[src/rtl/read_axi_splitter_pkg.sv]
// Purpose: shared FSM encoding, AXI burst constant and log2 helper for the read splitter.
// Latency: n/a (declarations only).
// Backpressure: n/a.
package read_axi_splitter_pkg;

    typedef enum logic [1:0] {
        ST_IDLE  = 2'd0,
        ST_CALC  = 2'd1,
        ST_ISSUE = 2'd2
    } state_t;

    localparam logic [1:0] AXI_BURST_INCR = 2'b01;

    // Floor log2 for elaboration-time constants (arsize, shift amounts, widths).
    function automatic int log2_int(input int value);
        int r;
        r = 0;
        for (int i = 0; i < 31; i++) begin
            if ((1 << i) <= value) begin
                r = i;
            end
        end
        return r;
    endfunction

endpackage

[src/rtl/read_axi_chunk_calc.sv]
// Purpose: size the next burst: min(remaining, bytes to boundary, MAXLEN beats less start offset).
// Latency: combinational.
// Backpressure: none; the caller registers the result.
// Ports: i_addr current byte address, i_rem bytes still to request (>0),
//        o_chunk bytes in this burst, o_arlen beats-1 for this burst.
module read_axi_chunk_calc
    import read_axi_splitter_pkg::*;
#(
    parameter int AWID     = 32,
    parameter int BUSBYTES = 8,
    parameter int MAXLEN   = 16,
    parameter int BOUNDARY = 4096
) (
    input  logic [AWID-1:0] i_addr,
    input  logic [16:0]     i_rem,
    output logic [16:0]     o_chunk,
    output logic [7:0]      o_arlen
);

    localparam int LOG2B = log2_int(BUSBYTES);
    localparam int BNDW  = log2_int(BOUNDARY) + 1;
    // Wide enough for the remaining count and for the full boundary size.
    localparam int CW    = (BNDW > 17) ? BNDW : 17;

    localparam logic [AWID-1:0] BUS_MASK = AWID'(BUSBYTES - 1);
    localparam logic [AWID-1:0] BND_MASK = AWID'(BOUNDARY - 1);

    logic [CW-1:0] w_off;
    logic [CW-1:0] w_to_bound;
    logic [CW-1:0] w_to_maxlen;
    logic [CW-1:0] w_rem;
    logic [CW-1:0] w_min;
    logic [CW-1:0] w_end;

    assign w_off       = CW'(i_addr & BUS_MASK);
    assign w_to_bound  = CW'(BOUNDARY) - CW'(i_addr & BND_MASK);
    // An unaligned start eats into the first beat, so the byte budget shrinks by the offset.
    assign w_to_maxlen = CW'(MAXLEN * BUSBYTES) - w_off;
    assign w_rem       = CW'(i_rem);

    always_comb begin
        w_min = w_rem;
        if (w_to_bound < w_min) begin
            w_min = w_to_bound;
        end
        if (w_to_maxlen < w_min) begin
            w_min = w_to_maxlen;
        end
    end

    // Last byte position relative to the first beat's aligned base.
    assign w_end   = w_off + w_min - CW'(1);
    assign o_chunk = 17'(w_min);
    assign o_arlen = 8'(w_end >> LOG2B);

endmodule

[src/rtl/read_axi_splitter.sv]
// Purpose: split one long read command into boundary/MAXLEN-safe AXI4 INCR AR bursts plus depot records.
// Latency: accept -> CALC -> ISSUE -> arvalid; a further burst costs 2 cycles plus arready wait.
// Backpressure: arvalid rises only when dep_taken=1, then holds stable until arready; cmd_ready=0 while busy.
// Ports: clk/rst (sync, active-high); cmd_* command request; ar* AXI read address channel;
//        dep_* one record per AR handshake towards the read burst depot.
module read_axi_splitter
    import read_axi_splitter_pkg::*;
#(
    parameter int IDWID    = 4,
    parameter int AWID     = 32,
    parameter int BUSBYTES = 8,
    parameter int MAXLEN   = 16,
    parameter int BOUNDARY = 4096
) (
    input  logic             clk,
    input  logic             rst,
    input  logic             cmd_valid,
    output logic             cmd_ready,
    input  logic [AWID-1:0]  cmd_addr,
    input  logic [IDWID-1:0] cmd_id,
    input  logic [15:0]      cmd_bytes,
    output logic             arvalid,
    input  logic             arready,
    output logic [AWID-1:0]  araddr,
    output logic [IDWID-1:0] arid,
    output logic [7:0]       arlen,
    output logic [2:0]       arsize,
    output logic [1:0]       arburst,
    output logic             dep_arvalid,
    output logic [IDWID-1:0] dep_arid,
    output logic [15:0]      dep_arbytes,
    input  logic             dep_taken
);

    localparam logic [2:0] ARSIZE = 3'(log2_int(BUSBYTES));

    state_t           r_state;
    logic             r_cmd_ready;
    logic [AWID-1:0]  r_addr;
    logic [IDWID-1:0] r_id;
    logic [16:0]      r_rem;
    logic [16:0]      r_chunk;
    logic             r_arvalid;
    logic [AWID-1:0]  r_araddr;
    logic [IDWID-1:0] r_arid;
    logic [7:0]       r_arlen;
    logic [15:0]      r_dep_arbytes;

    logic [16:0]      w_chunk;
    logic [7:0]       w_arlen;
    logic             w_handshake;

    read_axi_chunk_calc #(
        .AWID     (AWID),
        .BUSBYTES (BUSBYTES),
        .MAXLEN   (MAXLEN),
        .BOUNDARY (BOUNDARY)
    ) u_chunk_calc (
        .i_addr  (r_addr),
        .i_rem   (r_rem),
        .o_chunk (w_chunk),
        .o_arlen (w_arlen)
    );

    // arvalid is only ever high in ISSUE, so the handshake alone marks the depot push.
    assign w_handshake = r_arvalid & arready;

    assign cmd_ready   = r_cmd_ready;
    assign arvalid     = r_arvalid;
    assign araddr      = r_araddr;
    assign arid        = r_arid;
    assign arlen       = r_arlen;
    assign arsize      = ARSIZE;
    assign arburst     = AXI_BURST_INCR;
    assign dep_arvalid = w_handshake;
    assign dep_arid    = r_arid;
    assign dep_arbytes = r_dep_arbytes;

    always_ff @(posedge clk) begin
        if (rst) begin
            r_state       <= ST_IDLE;
            r_cmd_ready   <= 1'b1;
            r_addr        <= '0;
            r_id          <= '0;
            r_rem         <= '0;
            r_chunk       <= '0;
            r_arvalid     <= 1'b0;
            r_araddr      <= '0;
            r_arid        <= '0;
            r_arlen       <= '0;
            r_dep_arbytes <= '0;
        end else begin
            case (r_state)
                ST_IDLE: begin
                    if (cmd_valid) begin
                        r_addr      <= cmd_addr;
                        r_id        <= cmd_id;
                        r_rem       <= {1'b0, cmd_bytes} + 17'd1;
                        r_cmd_ready <= 1'b0;
                        r_state     <= ST_CALC;
                    end
                end
                ST_CALC: begin
                    r_araddr      <= r_addr;
                    r_arid        <= r_id;
                    r_arlen       <= w_arlen;
                    r_chunk       <= w_chunk;
                    r_dep_arbytes <= 16'(w_chunk - 17'd1);
                    r_state       <= ST_ISSUE;
                end
                ST_ISSUE: begin
                    if (!r_arvalid) begin
                        // Only launch when the depot has room for the matching record.
                        if (dep_taken) begin
                            r_arvalid <= 1'b1;
                        end
                    end else if (arready) begin
                        r_arvalid <= 1'b0;
                        r_addr    <= r_addr + AWID'(r_chunk);
                        r_rem     <= r_rem - r_chunk;
                        if (r_rem == r_chunk) begin
                            r_cmd_ready <= 1'b1;
                            r_state     <= ST_IDLE;
                        end else begin
                            r_state <= ST_CALC;
                        end
                    end
                end
                default: begin
                    r_state <= ST_IDLE;
                end
            endcase
        end
    end

endmodule

[config.mk]
export PLATFORM = sky130hd
export DESIGN_NAME = read_axi_splitter
export DESIGN_NICKNAME = d
export VERILOG_FILES = /design/src/rtl/read_axi_splitter_pkg.sv /design/src/rtl/read_axi_chunk_calc.sv /design/src/rtl/read_axi_splitter.sv
export SDC_FILE = /design/constraint.sdc
export NUM_CORES = 1
export LEC_CHECK = 0
export BUFFER_PORTS_ARGS = -buffer_cell sky130_fd_sc_hd__buf_2
export CORE_ASPECT_RATIO = 1.75
export CORE_MARGIN = 2
export CORE_UTILIZATION = 58
export DETAILED_ROUTE_END_ITERATION = 12
export GPL_ROUTABILITY_DRIVEN = 0
export PLACE_DENSITY = 0.85
export SLEW_MARGIN = 10
export SYNTH_ARGS = -nofsm -noshare
export SYNTH_HDL_FRONTEND = slang
export SYNTH_SLANG_ARGS = --single-unit
[constraint.sdc]
create_clock -name clk -period 7.55 [get_ports clk]
set_input_delay 0.3775 -clock clk [delete_from_list [all_inputs] [get_ports clk]]
set_output_delay 0.3775 -clock clk [all_outputs]
set_load 0.005 [all_outputs]
Word level (Yosys, flattened, before mapping)
Cells that the tools add are included.
Widths: inputs -> output; s select.
- bits in registers: 134
- bits of input ports: 57
- output and inout bits: 72
- add/subtract/negate cells: 8
- $lt $le $gt $ge: 2
- equality and inequality tests: 7
- mux-type cells: 23
- bitwise operators: 1
- reductions and logical operators: 6
- operators with widths (kind ; count):
    $mux 32 ; 3
    $mux 17 ; 5
    $pmux 32 s2 ; 1
    $lt 17x17->1 ; 2
    $pmux 17 s2 ; 1
    $add 32x17->32 ; 1
    $add 16x1->17 const B ; 1
    $eq 17x17->1 ; 1
    $sub 17x17->17 ; 1
    $sub 16x1->16 const B ; 1
    $sub 13x12->14 const A ; 1
    $add 3x11->11 ; 1
    $sub 11x1->11 const B ; 1
    $sub 8x3->9 const A ; 1
    $mux 1 ; 8
    $ne 2x2->1 const B ; 4
    $mux 2 ; 3
    $pmux 2 s3 ; 1
    $reduce_and 5->1 ; 1
    $reduce_and 4->1 ; 1
    $reduce_and 3->1 ; 1
    $eq 2x1->1 const B ; 1
    $eq 2x2->1 const B ; 1
    $logic_not 2->1 ; 1
    4 further kinds ; 4

Depth between registers and ports, before layout
- depth in word-level cells: 7
- depth in mapped cells: 37
- depth with buffers taken out: 33

Modules after synthesis
A second synthesis with hierarchy kept.
- cells, all modules: 1203
- area total of the unflattened synthesis: 9132.5 um^2
- by module, submodules not included (module ; times used ; cells an instance ; area an instance (um^2) ; seq. area each (um^2)):
    read_axi_splitter ; 1 ; 1010 ; 7666.1 ; 2682.6
    read_axi_chunk_calc ; 1 ; 193 ; 1466.4 ; 0.0

Least setup slack after synthesis
No wires, ideal clock.
- path type: reg2reg
- start point: reg r_addr[0]
- end point: reg r_arlen[7] (netlist: arlen[7])
- setup time: 101 ps
- data arrival time: 6779 ps
- setup slack: 670 ps
- stages on the path, launching flop included: 38
- path buffers: 4
- clock period less this slack: 6880 ps
- cell sequence: dfxtp_1 > clkbuf_1 > nor3_2 > inv_1 > clkbuf_1 > nor3_1 > nand2_1 > xor2_1 > ha_1 > nand4_1 > nor4_1 > o21bai_1 > and2_4 > buf_6 > mux2i_1 > ha_1 > nand2_1 > o21ai_0 > (+2 left out) > a31o_1 > o31a_1 > nor2_1 > clkbuf_1 > nor2_1 > a21oi_1 > inv_1 > ha_1 > inv_1 > a21oi_1 > nor2_1 > nor2_1 > nor2_1 > a21oi_1 > and2_2 > a21oi_1 > a221o_1 > o41ai_1
- cells in the longest elaborated chain, start to end: 7
- elaborated cells between the ends (all ways): 8
- classes of those cells: 4 x add/sub; 2 x order compare; 2 x mux
- ends and longest elaborated chain (item ; line ; source):
    start, declared ; read_axi_splitter.sv:39 ; logic [AWID-1:0] r_addr;
    start signal, assigned ; read_axi_splitter.sv:96 ; r_addr <= cmd_addr;
    start signal, assigned ; read_axi_splitter.sv:119 ; r_addr <= r_addr + AWID'(r_chunk);
    $sub 13x12->14 ; read_axi_chunk_calc.sv:36 ; assign w_to_bound = CW'(BOUNDARY) - CW'(i_addr & BND_MASK);
    $lt 17x17->1 ; read_axi_chunk_calc.sv:43 ; if (w_to_bound < w_min) begin
    $mux 17 ; read_axi_chunk_calc.sv:43 ;
    $lt 17x17->1 ; read_axi_chunk_calc.sv:46 ; if (w_to_maxlen < w_min) begin
    $mux 17 * ; read_axi_chunk_calc.sv:46 ;
    via u_chunk_calc.o_chunk[5] ; read_axi_chunk_calc.sv:16 ; output logic [16:0] o_chunk,
    $add 3x11->11 * ; read_axi_chunk_calc.sv:52 ; assign w_end = w_off + w_min - CW'(1);
    $sub 11x1->11 * ; read_axi_chunk_calc.sv:52 ;
    end signal, assigned ; read_axi_splitter.sv:106 ; r_arlen <= w_arlen;
    end, declared ; read_axi_splitter.sv:46 ; logic [7:0] r_arlen;
The timed path passes the listed nets; every way through them passes the cells marked *.
A chain may end at the register's enable or synchronous reset.

Final worst setup path
- start point: reg r_addr[3]
- end point: reg r_arlen[7] (netlist: arlen[7])
- cells in the longest elaborated chain, start to end: 7
- ends and longest elaborated chain (item ; line):
    $sub 13x12->14 * ; read_axi_chunk_calc.sv:36
    $lt 17x17->1 ; read_axi_chunk_calc.sv:43
    $mux 17 * ; read_axi_chunk_calc.sv:43
    $lt 17x17->1 ; read_axi_chunk_calc.sv:46
    $mux 17 * ; read_axi_chunk_calc.sv:46
    via u_chunk_calc.o_chunk[4] ; read_axi_chunk_calc.sv:16
    $add 3x11->11 * ; read_axi_chunk_calc.sv:52
    $sub 11x1->11 * ; read_axi_chunk_calc.sv:52
Marks and branches as above.

==> impl_metrics.env <==
export IMPL_gr_usage_met2_pct=53.8
export IMPL_finalHoldViolCount=0
export IMPL_die_height_um=165
export IMPL_setup_ws_ns=0.242
export IMPL_ys_seq_area_share_pct=31.1
export IMPL_worst_pin_slew_ns=1.08
export IMPL_drt_pre_antenna_iters=7
export IMPL_reg2reg_slack_ns=0.24
export IMPL_netlist_instances=1129
export IMPL_final_util_pct=68.0
export IMPL_multi_input_comb_area_um2=5530
export IMPL_power_mw=2.63
export IMPL_synthFlopType="dfxtp_1"
export IMPL_synth_edff_count=0
export IMPL_chipWidth_um=96.1
export IMPL_ios=129
export IMPL_overflow=0
export IMPL_syn_avg_cell_area_um2=7.63
export IMPL_critPathSlowestCell="or3_1"
export IMPL_wl_per_cell_um=17.3
export IMPL_synth_fa_ha_area_share_pct=11.3
export IMPL_period_needed_ns=7.31
export IMPL_synth_cell_types=71
export IMPL_grtUsageMet1_pct=34.5
export IMPL_leakagePower_nw=4.31
export IMPL_rr_worst_depth=31
export IMPL_drt_iter0_markers=738
export IMPL_hpwl_um=17100
export IMPL_r2r_end="arlen[7]$_SDFFE_PP0N_"
export IMPL_worstHoldPathCells=3
export IMPL_final_cell_mix="nand2_1, dfxtp_1, buf_2"
export IMPL_cts_sinks=134
export IMPL_endpoint_kind="flop"
export IMPL_routed_wl_um=24600
export IMPL_synth_compound_area_share_pct=22.8
export IMPL_core_rowCount=59
export IMPL_cts_tree="done"
export IMPL_async_reset_ff_share_pct=0
export IMPL_antenna_found_initial=1
export IMPL_cts_buffer_depth=2
export IMPL_outcome="completed"
export IMPL_htree_levels=4
export IMPL_post_place_ws_ns=0.0787
export IMPL_synth_seq_cells=134
export IMPL_cts_buffers=17
export IMPL_clk_pin_slew_ns=0.06
export IMPL_yosysWarnings=0
export IMPL_p_per_area_nw_per_um2=263
export IMPL_clock_latency_ns=0.43
export IMPL_final_common_cell="nand2_1"
export IMPL_fin_nets=1360
export IMPL_cp_max_fo=9
export IMPL_place_area_um2=9300
export IMPL_worstHoldEndpoint="r_id[1]$_SDFFE_PP0P_"
export IMPL_criticalPathCategory="flop to flop"
export IMPL_route_vias_total=8710
export IMPL_grt_max_degree=86
export IMPL_synth_xor_area_share_pct=5.49
export IMPL_track_usage_pct=31.4
export IMPL_root_buffer="clkbuf_16"
export IMPL_path_common_cell="a21oi_1"
export IMPL_cp_required_ns=7.84
export IMPL_regArea_um2=2680
export IMPL_r2r_start="r_addr[3]$_SDFFE_PP0P_"
export IMPL_grt_pass1_vias=8200
export IMPL_muxShareOfSynthArea_pct=1.16
export IMPL_start_util_pct=58.6
export IMPL_grt_pass1_wl_um=39200
export IMPL_min_delay_start="cmd_id[1]"
export IMPL_grt_busiest_layer="met2"
export IMPL_min_path_type="primary input to flop"
export IMPL_core_area_um2=14700
export IMPL_area_delta_synth_final_pct=16.0
export IMPL_synthSimpleGateAreaFrac_pct=21.8
export IMPL_slew_headroom_pct=27.6
export IMPL_max_stage_delay_ns=0.46
export IMPL_drive_gt1_share_pct=15.4
export IMPL_fillCellCount=1159
export IMPL_maxCapViolCount=0
export IMPL_synth_top_family_by_area="compound AO/OA/AOI/OAI gates"
export IMPL_cp_arrival_ns=7.60
export IMPL_die_area_um2=15900
export IMPL_drv_slew=0
export IMPL_final_cell_area_um2=9990
export IMPL_start_kind="flop"
export IMPL_vias_per_cell=6.12
export IMPL_cts_hold_buf=0
export IMPL_vdd_ir_drop_max_v=0.000210
export IMPL_fin_crit_sh_pct=96.8
export IMPL_clock_skew_ns=0.0118
export IMPL_fmax_ghz=0.137
export IMPL_ant_nets=0
export IMPL_met3_usage_pct=6.26
export IMPL_antenna_cells=0
export IMPL_final_setup_viol_count=0
export IMPL_port_buffer_count=123
export IMPL_drc=0
export IMPL_syn_area_um2=8610
sequential cells by signal, summed over array words and instances, names as in the netlist, 2 cells and up:
name,flops
r_id,4
r_rem,17
r_chunk,17
r_state,2
araddr,32
dep_arbytes,16
arlen,8
arid,4
r_addr,32
metal layers:
layer	vias to the layer above	part of all wire, %
met5	-	0.053
met4	2	7.4
met3	125	5.9
met2	376	50
met1	4070	37
li1	4137	-
worst max path at each step:
stage / startpoint / to / slack (ns) / cells past startpoint
2_1_floorplan: r_addr[0]$_SDFFE_PP0P_ / arlen[7]$_SDFFE_PP0N_ / 0.67 / 37
5_1_grt: r_addr[3]$_SDFFE_PP0P_ / arlen[7]$_SDFFE_PP0N_ / -0.19 / 31
6_report: r_addr[3]$_SDFFE_PP0P_ / arlen[7]$_SDFFE_PP0N_ / 0.24 / 31
3_3_place_gp: r_addr[1]$_SDFFE_PP0P_ / arlen[7]$_SDFFE_PP0N_ / 0.49 / 33
3_5_place_dp: r_addr[1]$_SDFFE_PP0P_ / arlen[7]$_SDFFE_PP0N_ / 0.08 / 33
4_1_cts: r_addr[1]$_SDFFE_PP0P_ / arlen[7]$_SDFFE_PP0N_ / 0.09 / 33
cells in the mapped netlist, drive strengths merged, types with 4 or more instances:
master	n	area share, %
a21o	19	1.7
mux2i	10	1.2
o31ai	4	0.35
nor3	37	2.3
nand2	187	8.1
o41ai	4	0.41
nor4	5	0.36
a211oi	34	3.0
and2	8	0.62
nand3b	4	0.35
or3	11	0.80
xnor2	34	3.5
o211ai	16	1.4
and3	10	0.73
o21bai	9	0.78
a21boi	8	0.70
clkbuf	52	2.3
nor2	86	3.7
nand3	23	1.3
nor3b	4	0.35
a31oi	8	0.58
inv	62	2.7
nand2b	8	0.58
a311oi	17	1.7
nor2b	16	1.2
ha	74	11
a21oi	123	7.2
nand4	10	0.73
xor2	20	2.0
o21ai	36	2.1
dfxtp	134	31
buf	17	1.2
final cells by class:
class                   instances  share of cell area [%]
clock buffers                  19                    4.43
clock inverters                13                    1.82
inverters                      62                    2.33
multi-input cells             879                    55.3
flip-flops and latches        134                    26.8
well taps                     183                    2.29
repair buffers                133                    6.94
repair_timing:
action / CTS / global route
resized for setup: 1 / 11
pin swaps: 0 / 3
cloned: 0 / 1
buffers inserted: 0 / 2
setup endpoints to repair: 1 / 7
critical path, delay by kind of cell, from the launching register on:
| kind | cells | cell delay (ns) |
|---|---|---|
| AOI/OAI and AO/OA | 14 | 2.89 |
| xor gates and xnor gates | 1 | 0.15 |
| adders and majority gates | 4 | 1.33 |
| buffers and inverters | 2 | 0.23 |
| DFF | 1 | 0.40 |
| muxes | 1 | 0.33 |
| and+or+nand+nor | 9 | 1.85 |
metrics by stage:
| stage | std cells | setup TNS (ns) | hold WS [ns] |
|---|---|---|---|
| 2_1_floorplan | 1143 | 0 | 0.432 |
| 3_3_place_gp | 1388 | 0 | 0.429 |
| 3_5_place_dp | 1388 | 0 | 0.434 |
| 4_1_cts | 1420 | 0 | 0.186 |
| 5_1_grt | 1423 | -0.253 | 0.200 |
| 6_report | 1423 | 0 | 0.194 |
cell families after synthesis:
family,count (synthesis)
buf+inv,131
fa+ha+maj,77
flops,134
other cells,2
compound gates,305
simple gates,416
mux,10
xor+xnor,54
power breakdown:
group	internal (mW)	switching [mW]	total (mW)
Clock	0.540	0.353	0.894
Sequential	0.759	0.0563	0.815
Combinational	0.365	0.554	0.919
Total	1.66	0.963	2.63
(Power assumes the default switching activity.)
